$ cat src/rtl/arm_pkg.sv
// Shared definitions for the memory stage: data width, SRAM base mapping,
// memory-stage state encoding and the load/store op type that the control
// unit and the EX/MEM register also use.
package arm_pkg;

    localparam int unsigned DATA_W    = 32;
    localparam logic [31:0] BASE_ADDR = 32'd1024;

    typedef enum logic [1:0] {
        IDLE   = 2'd0,
        ACCESS = 2'd1,
        DONE   = 2'd2
    } mem_state_t;

    typedef enum logic [1:0] {
        MEM_NONE = 2'd0,
        MEM_RD   = 2'd1,
        MEM_WR   = 2'd2
    } mem_op_t;

    // Store has priority when decode raises both enables.
    function automatic mem_op_t decode_op(input logic r_en, input logic w_en);
        if (w_en) begin
            return MEM_WR;
        end
        if (r_en) begin
            return MEM_RD;
        end
        return MEM_NONE;
    endfunction

endpackage

$ cat src/rtl/mem_wait_counter.sv
// Loadable down-counter with a zero flag. Stops at zero; load has priority
// over decrement. Generic enough for other multi-cycle units.
module mem_wait_counter #(
    parameter int unsigned CNT_W = 4
) (
    input  logic             clk,
    input  logic             rst_n,
    input  logic             load,
    input  logic [CNT_W-1:0] load_value,
    input  logic             dec,
    output logic             zero
);

    localparam logic [CNT_W-1:0] ONE = CNT_W'(1);

    logic [CNT_W-1:0] count;

    // Count register: load, else decrement while non-zero.
    always_ff @(posedge clk or negedge rst_n) begin
        if (!rst_n) begin
            count <= '0;
        end else if (load) begin
            count <= load_value;
        end else if (dec && (count != '0)) begin
            count <= count - ONE;
        end
    end

    assign zero = (count == '0);

endmodule

$ cat src/rtl/mem_stage_responder.sv
// Memory-stage responder: takes one LDR/STR word request from EX/MEM, runs a
// fixed wait-state access on the external SRAM and holds ready low / freeze
// high until the access has completed.
// Optional feature: define MEM_READ_BYPASS_EN to add a single-entry buffer of
// the last completed read, giving 1-cycle hits without touching the SRAM.
module mem_stage_responder #(
    parameter int unsigned DATA_W      = arm_pkg::DATA_W,
    parameter int unsigned SRAM_AW     = 17,
    parameter logic [31:0] BASE_ADDR   = arm_pkg::BASE_ADDR,
    parameter int unsigned WAIT_CYCLES = 4
) (
    input  logic               clk,
    input  logic               rst_n,
    input  logic               mem_r_en,
    input  logic               mem_w_en,
    input  logic [31:0]        address,
    input  logic [DATA_W-1:0]  wr_data,
    output logic [DATA_W-1:0]  rd_data,
    output logic               ready,
    output logic               freeze,
    output logic [SRAM_AW-1:0] sram_addr,
    output logic [DATA_W-1:0]  sram_wdata,
    input  logic [DATA_W-1:0]  sram_rdata,
    output logic               sram_we_n,
    output logic               sram_oe_n
);

    import arm_pkg::*;

    localparam int unsigned     CNT_W     = 4;
    localparam logic [CNT_W-1:0] WAIT_LOAD = CNT_W'(WAIT_CYCLES - 1);

    mem_state_t         state;
    mem_state_t         state_next;
    mem_op_t            op_q;
    mem_op_t            req_op;
    logic               req;
    logic [SRAM_AW-1:0] req_word;
    logic [SRAM_AW-1:0] addr_q;
    logic [DATA_W-1:0]  wdata_q;
    logic [DATA_W-1:0]  rd_data_q;
    logic               cnt_load;
    logic               cnt_dec;
    logic               cnt_zero;
    logic               byp_hit;
    logic               access_last;

    assign req      = mem_r_en | mem_w_en;
    assign req_op   = decode_op(mem_r_en, mem_w_en);
    // Byte-to-word mapping; wraps modulo 2^32 and aliases out-of-range addresses.
    assign req_word = SRAM_AW'((address - BASE_ADDR) >> 2);

    assign cnt_load    = (state == IDLE) && req;
    assign cnt_dec     = (state == ACCESS);
    assign access_last = (state == ACCESS) && cnt_zero;

    mem_wait_counter #(
        .CNT_W (CNT_W)
    ) u_wait_counter (
        .clk        (clk),
        .rst_n      (rst_n),
        .load       (cnt_load),
        .load_value (WAIT_LOAD),
        .dec        (cnt_dec),
        .zero       (cnt_zero)
    );

`ifdef MEM_READ_BYPASS_EN
    logic               byp_valid;
    logic [SRAM_AW-1:0] byp_word;
    logic [DATA_W-1:0]  byp_data;

    assign byp_hit = byp_valid && (byp_word == req_word);

    // Read buffer: refilled by every completed read, kept coherent by writes to the same word.
    always_ff @(posedge clk or negedge rst_n) begin
        if (!rst_n) begin
            byp_valid <= 1'b0;
            byp_word  <= '0;
            byp_data  <= '0;
        end else if (access_last) begin
            if (op_q == MEM_RD) begin
                byp_valid <= 1'b1;
                byp_word  <= addr_q;
                byp_data  <= sram_rdata;
            end else if ((op_q == MEM_WR) && (byp_word == addr_q)) begin
                byp_data  <= wdata_q;
            end
        end
    end
`else
    assign byp_hit = 1'b0;
`endif

    // State register.
    always_ff @(posedge clk or negedge rst_n) begin
        if (!rst_n) begin
            state <= IDLE;
        end else begin
            state <= state_next;
        end
    end

    // Next-state: a buffer hit skips the SRAM phase entirely.
    always_comb begin
        state_next = state;
        case (state)
            IDLE: begin
                if (req) begin
                    state_next = ((req_op == MEM_RD) && byp_hit) ? DONE : ACCESS;
                end
            end
            ACCESS: begin
                if (cnt_zero) begin
                    state_next = DONE;
                end
            end
            DONE:    state_next = IDLE;
            default: state_next = IDLE;
        endcase
    end

    // Request latch: captured only when a request is accepted in IDLE.
    always_ff @(posedge clk or negedge rst_n) begin
        if (!rst_n) begin
            op_q    <= MEM_NONE;
            addr_q  <= '0;
            wdata_q <= '0;
        end else if (cnt_load) begin
            op_q    <= req_op;
            addr_q  <= req_word;
            wdata_q <= wr_data;
        end
    end

    // Load result: captured on the last ACCESS cycle (or from the buffer on a hit).
    always_ff @(posedge clk or negedge rst_n) begin
        if (!rst_n) begin
            rd_data_q <= '0;
        end else if (access_last && (op_q == MEM_RD)) begin
            rd_data_q <= sram_rdata;
`ifdef MEM_READ_BYPASS_EN
        end else if ((state == IDLE) && (req_op == MEM_RD) && byp_hit) begin
            rd_data_q <= byp_data;
`endif
        end
    end

    // Outputs: handshake and SRAM strobes decoded from state and latched op.
    always_comb begin
        ready     = 1'b0;
        sram_we_n = 1'b1;
        sram_oe_n = 1'b1;
        case (state)
            IDLE:   ready = ~req;
            ACCESS: begin
                sram_we_n = ~(op_q == MEM_WR);
                sram_oe_n = ~(op_q == MEM_RD);
            end
            DONE:    ready = 1'b1;
            default: ready = 1'b0;
        endcase
    end

    assign freeze     = ~ready;
    assign rd_data    = rd_data_q;
    assign sram_addr  = addr_q;
    assign sram_wdata = wdata_q;

endmodule

$ cat config.mk
export PLATFORM = sky130hd
export DESIGN_NAME = mem_stage_responder
export DESIGN_NICKNAME = d
export VERILOG_FILES = /design/src/rtl/arm_pkg.sv /design/src/rtl/mem_wait_counter.sv /design/src/rtl/mem_stage_responder.sv
export SDC_FILE = /design/constraint.sdc
export NUM_CORES = 1
export LEC_CHECK = 0
export ABC_AREA = 1
export BUFFER_PORTS_ARGS = -buffer_cell sky130_fd_sc_hd__buf_2
export CAP_MARGIN = 30
export CORE_MARGIN = 2
export CORE_UTILIZATION = 35
export DETAILED_ROUTE_END_ITERATION = 10
export SYNTH_ARGS = -nofsm -noshare
export SYNTH_HDL_FRONTEND = slang
export SYNTH_SLANG_ARGS = --single-unit
$ cat constraint.sdc
create_clock -name clk -period 3 [get_ports clk]
set_input_delay 0.15 -clock clk [delete_from_list [all_inputs] [get_ports clk]]
set_output_delay 0.15 -clock clk [all_outputs]
set_load 0.1 [all_outputs]
== Yosys cells after proc, flatten, opt, wreduce, memory -nomap -nowiden ==
Index checks and enable logic that the tools add are counted.

* Output and inout bits: 85
* Flip-flop bits (word level): 89
* Bits of input ports: 100

* Bitwise logic cells: 5
* Reduce and logical (&&, ||, !) cells: 9
* Equal/unequal tests: 6
* Add/subtract/negate cells: 2
* Multiplexer cells: 15

{| class="wikitable"
|+ Operators by type and width
! cell !! number
|-
| $sub 19x11->19 const B || 1
|-
| $mux 2 || 6
|-
| $mux 4 || 2
|-
| $mux 1 || 5
|-
| $eq 2x1->1 const B || 2
|-
| $eq 2x2->1 const B || 2
|-
| $logic_and 1x1->1 || 4
|-
| $logic_not 4->1 || 1
|-
| $ne 2x2->1 const B || 2
|-
| $not 1->1 || 4
|-
| $pmux 2 s2 || 1
|-
| $reduce_bool 4->1 || 1
|-
| $sub 4x1->4 const B || 1
|-
| $logic_not 2->1 || 1
|-
| $pmux 1 s2 || 1
|-
| $reduce_and 2->1 || 1
|-
| $reduce_bool 2->1 || 1
|-
| $or 1x1->1 || 1
|}

== Depth between registers and ports, before layout ==
* Depth after elaboration: 4
* Depth in mapped cells: 8
* Mapped depth without buffers: 8

== Modules after synthesis ==
From an unflattened synthesis, not the netlist that was laid out.

* Cells, all modules: 458
* Area total of the unflattened synthesis: 3,782.4 µm²

{| class="wikitable"
|+ By module, submodules not included
! module !! seq. area each (µm²) !! cells an instance !! times used !! area each (µm²)
|-
| mem_stage_responder || 2,127.0 || 412 || 1 || 3,487.1
|-
| mem_wait_counter || 100.1 || 46 || 1 || 295.3
|}

== Worst setup path before layout ==
No wires, ideal clock.

* Kind: register -> output
* Start: register state[0]
* End: output port ready
* Data arrival time: 1.843 ns
* Data required time: 2.850 ns
* Cell stages (with the launch flop): 4
* Setup slack: 1.007 ns
* Cells stage by stage: dfrtp_1 -> inv_1 -> nand2_1 -> inv_1

* Cells in the longest elaborated chain, start to end: 2
* Elaborated cells between the ends (all ways): 3
* Classes of those cells: eq/ne: 1; mux: 1; reduce/logical: 1

{| class="wikitable"
|+ Ends and longest elaborated chain
! what !! line !! source
|-
| start, declared || mem_stage_responder.sv:33 || <nowiki>mem_state_t state;</nowiki>
|-
| start signal, assigned || mem_stage_responder.sv:100 || <nowiki>state <= state_next;</nowiki>
|-
| $eq 2x2->1 or $logic_not 2->1 (tied branches) || mem_stage_responder.sv:154 || <nowiki>case (state)</nowiki>
|-
| $pmux 1 s2 (*) || mem_stage_responder.sv:154 ||
|-
| end, declared || mem_stage_responder.sv:19 || <nowiki>output logic ready,</nowiki>
|}

Mark *: on every way between the ends. The rest lies on a longest branch, timed or not.

== Final worst setup path ==
* Start: register state[1]
* End: output port sram_oe_n

* Cells in the longest elaborated chain, start to end: 2

{| class="wikitable"
|+ Ends and longest elaborated chain
! what !! line !! source
|-
| $eq 2x1->1 || mem_stage_responder.sv:154 ||
|-
| $mux 1 || mem_stage_responder.sv:154 ||
|-
| end, declared || mem_stage_responder.sv:25 || <nowiki>output logic sram_oe_n</nowiki>
|}

No other way between the ends.

==> impl_metrics.yaml <==
min_path:
  min_path_type: "in2reg"
  worstHoldEndpoint: "rd_data[27]"
  min-delay-start: "sram_rdata[27]"
  min_path_cells: 3
cts:
  cts_buffers: 9
  cts_buffer_depth: 2
  clock_latency_ns: 0.35
  postCtsHoldBufs: 44
  h-tree-depth: 3
  root_buffer: "clkbuf_8"
  cts_tree: "done"
  cts.sinks: 89
  clk_pin_slew_worst_paths_ns: 0.08
  cts.repair_timing.setup_buffer_count: 0
  cts.repair.resized: 0
sta:
  drv_slew: 0
  slew_headroom_pct: 42.5
  setup_viol: 0
  period_share_pct: 70.9
  worst_slew_pin_slew_ns: 0.863
  finalHoldViolations: 0
  rsz0062_at_grt: "false"
  fin_skew_ns: 0.00962
  tns_ns: 0
  fin_crit_ns: 2.13
  hold_slack_ns: 0.0314
  max_freq_ghz: 0.470
floorplan:
  die_area_sq_mm: 0.0114
  ios: 185
  core_sq_mm: 0.0103
  fp.dieW_um: 107
  die_y_um: 107
  rows: 37
  initial_core_util_pct: 36.0
global_routing:
  grtUsageTotal_pct: 17.4
  grt_pass1_wl_um: 15900
  grt_max_degree: 70
  antenna_found_initial: 0
  overflow: 0
  grt_pass1_vias: 3538
logic_synthesis:
  syn_nets: 542
  ys_types: 17
  yosysTopAreaCell: "dfrtp_1"
  yosys_warnings: 0
  synth-seq-cells: 89
  syn_area_per_cell_sq_um: 8.42
  yosysSeqAreaShare_pct: 60.3
  synth_top_area_share_pct: 60.3
  syn_area_sq_mm: 0.00369
  synthTopCellsByArea: "dfrtp_1 60%, nand2_1 23%, nand3_1 6.5%, inv_1 2.4%, buf_2 1.9%"
  syn_inst: 439
setup_path:
  slowest_delay_ns: 0.40
  path_cells: "inv_2, nand2_1, nor3_4, buf_4, inv_1, buf_2"
  critical_path_class: "reg2out"
  cp_data_arrival_time_ns: 1.98
  required_ns: 2.85
  cp-end-kind: "primary output"
  worstReg2RegEnd: "rd_data[23]"
  crit_fanout: 25
  slowest_stage: "dfrtp_1"
  start_kind: "flop"
  r2r-start: "u_wait_counter.count[0]"
  r2r_cells: 8
  reg2reg_slack_ns: 1.00
drt:
  routedWlPerCell_um: 12.3
  viasPerCell: 4.49
  finalWirelength_um: 9750
  num_vias: 3551
  drt-pass1-iter-count: 4
  drc: 0
  drtIter0Drc: 221
  final_antenna_net_count: 0
run_status:
  status: "complete, no violations"
placed_design:
  port_buffers: 169
  post-dp-hpwl_um: 6310
  place_inst: 730
  routabilityCongestion: 0.765
cells_and_area:
  diodes: 0
  area_growth_pct: 44.1
  final-instance-count-excl-fill: 790
  layout-drive-gt1-share_pct: 29.8
  nets: 752
job:
  maxCapViolations: 0
-- cell usage after synthesis --
library cell / n
nor2_1: 11
inv_2: 1
nor3_4: 1
inv_1: 24
o21ai_0: 9
xor2_1: 1
xnor2_1: 1
clkbuf_1: 4
nand2_2: 1
ha_1: 3
dfrtp_1: 89
nand3_1: 48
nand4_1: 1
buf_2: 14
buf_4: 2
nand2_1: 228
o21a_1: 1
-- flip-flops by register name, indices dropped and copies added, names as in the netlist --
signal                cells
u_wait_counter.count      4
op_q                      2
state                     2
sram_addr                17
sram_wdata               32
rd_data                  32
-- layout make-up --
type	count	area, sq um
timing repair buffer	219	1330
tap	136	170
fill	982	4950
clock inverter	7	95.1
clock buffer	9	124
sequential	89	2230
inverter	25	93.8
multi-input combinational	305	1280
-- cell families after synthesis --
family | Yosys count | share of synthesized area, %
adders and majority gates | 3 | 1.02
buffers and inverters | 45 | 5.25
DFF | 89 | 60.3
xor gates and xnor gates | 2 | 0.474
AOI/OAI and AO/OA | 10 | 1.42
and+or+nand+nor | 290 | 31.6
-- metal layers --
layer  up-vias  part of all wire (%)  track usage [%]
met5         -                     0                0
met4         0                   1.7             8.35
met3        12                   8.0             5.05
met2       131                    46             28.7
met1      1636                    44             20.9
li1       1772                     -                -
-- cells in the final DEF (no fill, tap or decap) --
master,synthesis,layout
nand2_1,228,228
buf_2,14,168
dfrtp_1,89,89
nand3_1,48,47
dlygate4sd3_1,0,44
inv_1,24,24
nor2_1,11,11
o21ai_0,9,9
clkbuf_8,0,9
buf_4,2,7
ha_1,3,3
bufinv_16,0,2
clkinv_4,0,2
clkinv_2,0,2
inv_2,1,1
nor3_4,1,1
nand3_2,0,1
nand2_2,1,1
xor2_1,1,1
xnor2_1,1,1
nand4_1,1,1
o21a_1,1,1
clkinvlp_4,0,1
-- worst max-delay path by stage --
| stage | from | end | slack (ns) | depth (start not counted) |
|---|---|---|---|---|
| floorplan | state[0] | ready | 1.01 | 3 |
| global placement | u_wait_counter.count[0] | rd_data[14] | 1.07 | 8 |
| detailed placement | u_wait_counter.count[0] | rd_data[23] | 1.01 | 8 |
| CTS | state[1] | sram_oe_n | 0.84 | 6 |
| global route | state[1] | sram_oe_n | 0.70 | 6 |
| finish | state[1] | sram_oe_n | 0.87 | 6 |
-- metrics by stage --
stage                     instance area (sq um)  util [%]  setup slack (ns)
after global placement                     4660      45.4              1.07
after detailed placement                   4660      45.4              1.01
after CTS                                  5320      51.8             0.839
after floorplan                            3690         -              1.01
final                                      5320      51.8             0.872
after global routing                       5320      51.8             0.700
-- worst max-delay path: cells and delay by family, from the launching register on --
kind	cells	cell delay (ns)
buffers and inverters	4	0.78
and+or+nand+nor	2	0.46
DFF	1	0.40
Power is left out: the tool's default activity adds up to more than one toggle a clock period on the data nets, which glitch-free logic cannot reach.
